[config.mk]
export PLATFORM = sky130hd
export DESIGN_NAME = debug_sequencer_flat
export DESIGN_NICKNAME = d
export VERILOG_FILES = /design/src/rtl/debug_sequencer_if.sv /design/src/rtl/debug_sequencer.sv /design/src/flat_wrapper.sv
export SDC_FILE = /design/constraint.sdc
export NUM_CORES = 1
export LEC_CHECK = 0
export CAP_MARGIN = 5
export CORE_MARGIN = 2
export CORE_UTILIZATION = 52
export CTS_CLUSTER_DIAMETER = 40
export DETAILED_ROUTE_END_ITERATION = 12
export GPL_ROUTABILITY_DRIVEN = 0
export GPL_TIMING_DRIVEN = 0
export PLACE_DENSITY_LB_ADDON = 0.08
export SLEW_MARGIN = 40
export SYNTH_ARGS = -nofsm -noshare
export SYNTH_HDL_FRONTEND = slang
export SYNTH_SLANG_ARGS = --single-unit
export TNS_END_PERCENT = 50
[constraint.sdc]
create_clock -name clk -period 2.3 [get_ports clk]
set_clock_uncertainty 0.1 [all_clocks]
set_input_delay 0.345 -clock clk [delete_from_list [all_inputs] [get_ports clk]]
set_output_delay 0.345 -clock clk [all_outputs]
set_load 0.01 [all_outputs]
[src/rtl/debug_sequencer_if.sv]
// Host/core/datapath signal bundle for the AFTAB debug sequencer.
interface debug_sequencer_if;
    logic debug_request;
    logic core_busy;
    logic load_debug_command;
    logic load_debug_command_address_argument;
    logic load_debug_command_data_argument;
    logic send_debug_command;
    logic send_debug_command_address_argument;
    logic send_debug_command_data_argument;
    logic load_debug_result;
    logic debugger_busy;
    logic debug_done;
    logic debug_error;

    modport master (
        output debug_request,
        output core_busy,
        input  load_debug_command,
        input  load_debug_command_address_argument,
        input  load_debug_command_data_argument,
        input  send_debug_command,
        input  send_debug_command_address_argument,
        input  send_debug_command_data_argument,
        input  load_debug_result,
        input  debugger_busy,
        input  debug_done,
        input  debug_error
    );

    modport slave (
        input  debug_request,
        input  core_busy,
        output load_debug_command,
        output load_debug_command_address_argument,
        output load_debug_command_data_argument,
        output send_debug_command,
        output send_debug_command_address_argument,
        output send_debug_command_data_argument,
        output load_debug_result,
        output debugger_busy,
        output debug_done,
        output debug_error
    );
endinterface

[src/rtl/debug_sequencer.sv]
// AFTAB debugger control FSM: latch/send command, address and data,
// handshake with the core, capture the result; watchdog on the wait states.
module debug_sequencer #(
    parameter  int TIMEOUT_CYCLES = 1024,
    localparam int CNT_W = (TIMEOUT_CYCLES > 0) ? $clog2(TIMEOUT_CYCLES + 1) : 1
) (
    input  logic             clk,
    input  logic             rst,
    debug_sequencer_if.slave dbg
);

    localparam logic [3:0] IDLE        = 4'd0;
    localparam logic [3:0] L_CMD       = 4'd1;
    localparam logic [3:0] L_ADDR      = 4'd2;
    localparam logic [3:0] L_DATA      = 4'd3;
    localparam logic [3:0] S_CMD       = 4'd4;
    localparam logic [3:0] S_ADDR      = 4'd5;
    localparam logic [3:0] S_DATA      = 4'd6;
    localparam logic [3:0] WAIT_ACCEPT = 4'd7;
    localparam logic [3:0] WAIT_DONE   = 4'd8;
    localparam logic [3:0] L_RES       = 4'd9;
    localparam logic [3:0] DONE        = 4'd10;
    localparam logic [3:0] ERROR       = 4'd11;

    localparam logic [CNT_W-1:0] LIMIT =
        (TIMEOUT_CYCLES > 0) ? CNT_W'(TIMEOUT_CYCLES - 1) : '0;
    localparam logic [CNT_W-1:0] CNT_MAX = '1;

    logic [3:0]       r_state;
    logic [3:0]       w_next;
    logic [CNT_W-1:0] r_cnt;
    logic             w_waiting;
    logic             w_tmo;

    assign w_waiting = (r_state == WAIT_ACCEPT) || (r_state == WAIT_DONE);

    // Counter only grows while waiting, so "at or past the limit" is the abort point
    assign w_tmo = (TIMEOUT_CYCLES != 0) && (r_cnt >= LIMIT);

    always_comb begin
        w_next = r_state;
        unique case (r_state)
            IDLE:        w_next = dbg.debug_request ? L_CMD : IDLE;
            L_CMD:       w_next = L_ADDR;
            L_ADDR:      w_next = L_DATA;
            L_DATA:      w_next = S_CMD;
            S_CMD:       w_next = S_ADDR;
            S_ADDR:      w_next = S_DATA;
            S_DATA:      w_next = WAIT_ACCEPT;
            WAIT_ACCEPT: begin
                if (dbg.core_busy)  w_next = WAIT_DONE;
                else if (w_tmo)     w_next = ERROR;
            end
            WAIT_DONE: begin
                if (!dbg.core_busy) w_next = L_RES;
                else if (w_tmo)     w_next = ERROR;
            end
            L_RES:       w_next = DONE;
            DONE:        w_next = IDLE;
            ERROR:       w_next = IDLE;
            default:     w_next = IDLE;
        endcase
    end

    always_ff @(posedge clk) begin
        if (rst) begin
            r_state <= IDLE;
        end else begin
            r_state <= w_next;
        end
    end

    // Cleared on the way into WAIT_ACCEPT, kept across WAIT_ACCEPT->WAIT_DONE
    always_ff @(posedge clk) begin
        if (rst) begin
            r_cnt <= '0;
        end else if (r_state == S_DATA) begin
            r_cnt <= '0;
        end else if (w_waiting && (r_cnt != CNT_MAX)) begin
            r_cnt <= r_cnt + 1'b1;
        end
    end

    assign dbg.load_debug_command                  = (r_state == L_CMD);
    assign dbg.load_debug_command_address_argument = (r_state == L_ADDR);
    assign dbg.load_debug_command_data_argument    = (r_state == L_DATA);
    assign dbg.send_debug_command                  = (r_state == S_CMD);
    assign dbg.send_debug_command_address_argument = (r_state == S_ADDR);
    assign dbg.send_debug_command_data_argument    = (r_state == S_DATA);
    assign dbg.load_debug_result                   = (r_state == L_RES);
    assign dbg.debugger_busy                       = (r_state != IDLE);
    assign dbg.debug_done                          = (r_state == DONE);
    assign dbg.debug_error                         = (r_state == ERROR);

endmodule

[src/flat_wrapper.sv]
// flat-port wrapper written by rule: the top's interface ports become plain ports
module debug_sequencer_flat 
#(
    parameter  int TIMEOUT_CYCLES = 1024,
    localparam int CNT_W = (TIMEOUT_CYCLES > 0) ? $clog2(TIMEOUT_CYCLES + 1) : 1
)
  (clk, rst, dbg_debug_request, dbg_core_busy, dbg_load_debug_command, dbg_load_debug_command_address_argument, dbg_load_debug_command_data_argument, dbg_send_debug_command, dbg_send_debug_command_address_argument, dbg_send_debug_command_data_argument, dbg_load_debug_result, dbg_debugger_busy, dbg_debug_done, dbg_debug_error);
  debug_sequencer_if dbg_i ();
  input  logic clk;
  input  logic rst;
  input wire logic [$bits(dbg_i.debug_request)-1:0] dbg_debug_request;
  input wire logic [$bits(dbg_i.core_busy)-1:0] dbg_core_busy;
  output wire logic [$bits(dbg_i.load_debug_command)-1:0] dbg_load_debug_command;
  output wire logic [$bits(dbg_i.load_debug_command_address_argument)-1:0] dbg_load_debug_command_address_argument;
  output wire logic [$bits(dbg_i.load_debug_command_data_argument)-1:0] dbg_load_debug_command_data_argument;
  output wire logic [$bits(dbg_i.send_debug_command)-1:0] dbg_send_debug_command;
  output wire logic [$bits(dbg_i.send_debug_command_address_argument)-1:0] dbg_send_debug_command_address_argument;
  output wire logic [$bits(dbg_i.send_debug_command_data_argument)-1:0] dbg_send_debug_command_data_argument;
  output wire logic [$bits(dbg_i.load_debug_result)-1:0] dbg_load_debug_result;
  output wire logic [$bits(dbg_i.debugger_busy)-1:0] dbg_debugger_busy;
  output wire logic [$bits(dbg_i.debug_done)-1:0] dbg_debug_done;
  output wire logic [$bits(dbg_i.debug_error)-1:0] dbg_debug_error;
  assign dbg_i.debug_request = dbg_debug_request;
  assign dbg_i.core_busy = dbg_core_busy;
  assign dbg_load_debug_command = dbg_i.load_debug_command;
  assign dbg_load_debug_command_address_argument = dbg_i.load_debug_command_address_argument;
  assign dbg_load_debug_command_data_argument = dbg_i.load_debug_command_data_argument;
  assign dbg_send_debug_command = dbg_i.send_debug_command;
  assign dbg_send_debug_command_address_argument = dbg_i.send_debug_command_address_argument;
  assign dbg_send_debug_command_data_argument = dbg_i.send_debug_command_data_argument;
  assign dbg_load_debug_result = dbg_i.load_debug_result;
  assign dbg_debugger_busy = dbg_i.debugger_busy;
  assign dbg_debug_done = dbg_i.debug_done;
  assign dbg_debug_error = dbg_i.debug_error;
  debug_sequencer #(.TIMEOUT_CYCLES(TIMEOUT_CYCLES)) u_core (.clk(clk), .rst(rst), .dbg(dbg_i));
endmodule
==> metrics.txt <==
Critical Path AT=approximately 1800 ps; Critical Path RT=between 1500 and 2000 ps; endpoints failing hold=0; chip width=46.3 µm; Slew Viols, Final=0; Sink Count=15; via count=around 990; crit-path max FO=10; first-pass GRT wire length=between 3000 and 4000 µm; CTS tree=built; CTS Buf Count=3; layout filler cell count=between 150 and 200; worst vdd ir=around 0.33 mV; Multi-input gate area=~600 µm²; die height=46.3 µm; WL/cell=14.0 µm; Rows=15; register area=~300 µm²; Most used DFF post-synth=dfxtp_1; fin nets=about 140; share of cells above drive strength 1=a little under an eighth; Die Area=2150 µm²; CP startpoint kind=register; Clock Pin Slew Worst Setup and Hold Paths=90 ps; hold depth=2; DP HPWL=about 1600 µm; largest net degree at the start of global routing=11; fin crit share=96.3%; Starting DRT DRC Count=38; synth warn=0; Post-synth EDFFs=0; Clock Tree Root=clkbuf_4; RSZ-0062 raised after global routing=no; IO buf count=13; Fmax achieved=about 450 MHz; class of the worst hold path=register to register; Pwr Total=451 µW; HP Start=u_core.r_cnt[9]; Final ANT Viol Nets=0; Hold-fix buffers, CTS=0; Max-slew headroom=around 68%; DRC=0; GR Overflow Total=0; deepest clock path buffer count=2; H-tree depth=1; syn_nets=~120; Syn Area/Cell=roughly 8 µm²; Synth Register Bits=15; most frequent cells in the layout=12 x nand2_1, 12 x clkdlybuf4s50_1, 12 x dfxtp_1; Antenna Cells=0; post-synthesis cell area=just over 900 µm²; final worst path period need=2210 ps; status=completed; Cells after Synth=about 120; PwrDens=between 300 and 400 nW/µm²; Routed Wire Length=between 2000 and 2500 µm; Starting Density=between 50% and 60%; r2r setup slk=roughly 410 ps; Crit Path Category=register to output pin; DR vias/cell=just over 6; gr usage total=24.2%; asr flop ratio synth=0%; count of final setup violators=0; R2R depth=4; RR Endpoint=u_core.r_cnt[9]; max-cap viol count=0; FF-to-FF Start=u_core.r_state[0]; Clk Latency, worst-skew pair=290 ps; Slew @ Worst Pin=approximately 480 ps; number of global-route vias before repair=approximately 820; core area=around 1700 µm²; Hold EP=u_core.r_cnt[9]; initial antenna violation count=0; Leak=around 0.38 nW; post-synth cell types=38; Area Growth Syn to Fin=21.5%; DR pass1 iterations=4; Crit. End Element=output pin; setup_tns=0 ps; sequential fraction of the synthesis area=32.2%; # IOs=14
==> cells in the mapped netlist, types with 2 or more instances <==
cell type  number  area share (%)
nor2_1          9             3.6
o31ai_1         6             4.8
clkbuf_1        5             2.0
dfxtp_1        15              32
o211ai_1        4             3.2
nand2_1        12             4.8
nand4_1         2             1.3
a31oi_1         2             1.3
nor3_1          7             3.8
or4_1           8             6.4
inv_1           3             1.2
a21oi_1        10             5.4
nand2b_1        4             2.7
nand3_1         4             2.1
o21ai_0         3             1.6
o21a_1          2             1.6
==> worst max-delay path by stage <==
stage / start / slack, ps / to / cells past startpoint
2_1_floorplan: u_core.r_state[0] / 600 / u_core.r_cnt[3] / 5
3_3_place_gp: u_core.r_state[2] / 190 / dbg_send_debug_command / 4
3_5_place_dp: u_core.r_state[2] / 160 / dbg_send_debug_command / 4
4_1_cts: u_core.r_state[3] / 80 / dbg_send_debug_command / 5
5_1_grt: u_core.r_state[3] / 5 / dbg_debug_error / 4
6_report: u_core.r_state[2] / 90 / dbg_send_debug_command / 4
==> through the flow <==
step | setup slack, ps | instances | hold slack [ps] | area (µm²) | util, %
floorplan | 601 | 118 | 318 | 932 | -
global placement | 191 | 156 | 376 | 1090 | 64.0
detailed placement | 160 | 156 | 387 | 1090 | 64.0
CTS | 81.1 | 160 | 405 | 1130 | 66.3
global route | 5.22 | 160 | 441 | 1130 | 66.3
finish | 85.7 | 160 | 413 | 1130 | 66.3
==> cell families after synthesis <==
family                   count (synthesis)  synth area share [%]
flip-flops                              15                  32.2
buffers and inverters                    9                  3.76
AND/OR/NAND/NOR                         56                  35.2
adder cells (fa/ha/maj)                  1                  1.34
AO/OA/AOI/OAI                           37                  27.5
==> sequential cells by signal, indices dropped and copies added (netlist names) <==
signal,flops
u_core.r_state,4
u_core.r_cnt,11
==> routing by layer <==
layer | wire [µm] | vias to the layer above | GRT usage (%)
met3 | 117 | 2 | 6.27
met2 | 1010 | 29 | 32.5
li1 | - | 491 | -
met4 | 8 | 0 | 4.57
met1 | 1110 | 463 | 37.9
met5 | 0 | - | 0
==> where the power goes <==
part,total (mW),leakage [nW],internal [mW],switching [mW]
clock,0.155,0.0150,0.0675,0.0875
sequential,0.263,0.122,0.261,0.00236
combinational,0.0329,0.245,0.0165,0.0164
total,0.451,0.383,0.345,0.106
==> critical path, stage by stage, from the launching register on <==
cell	delay (ps)
dfxtp_2	440
buf_2	240
nand2_1	100
nor3_1	140
clkdlybuf4s50_1	570
==> area by class of cell <==
cell class / count / area share (%)
buffer: 6 / 2.98
clock buffer: 4 / 2.32
inverter: 3 / 0.994
multi-input combinational: 94 / 52.7
sequential: 15 / 26.9
tap: 25 / 2.76
timing repair buffer: 13 / 11.4
==> what timing repair did <==
action | CTS | global route
resized for setup | 10 | 2
setup buffers | 0 | 0
setup endpoints to repair | 7 | 2
pin swaps | 0 | 0
(Power assumes the default switching activity.)
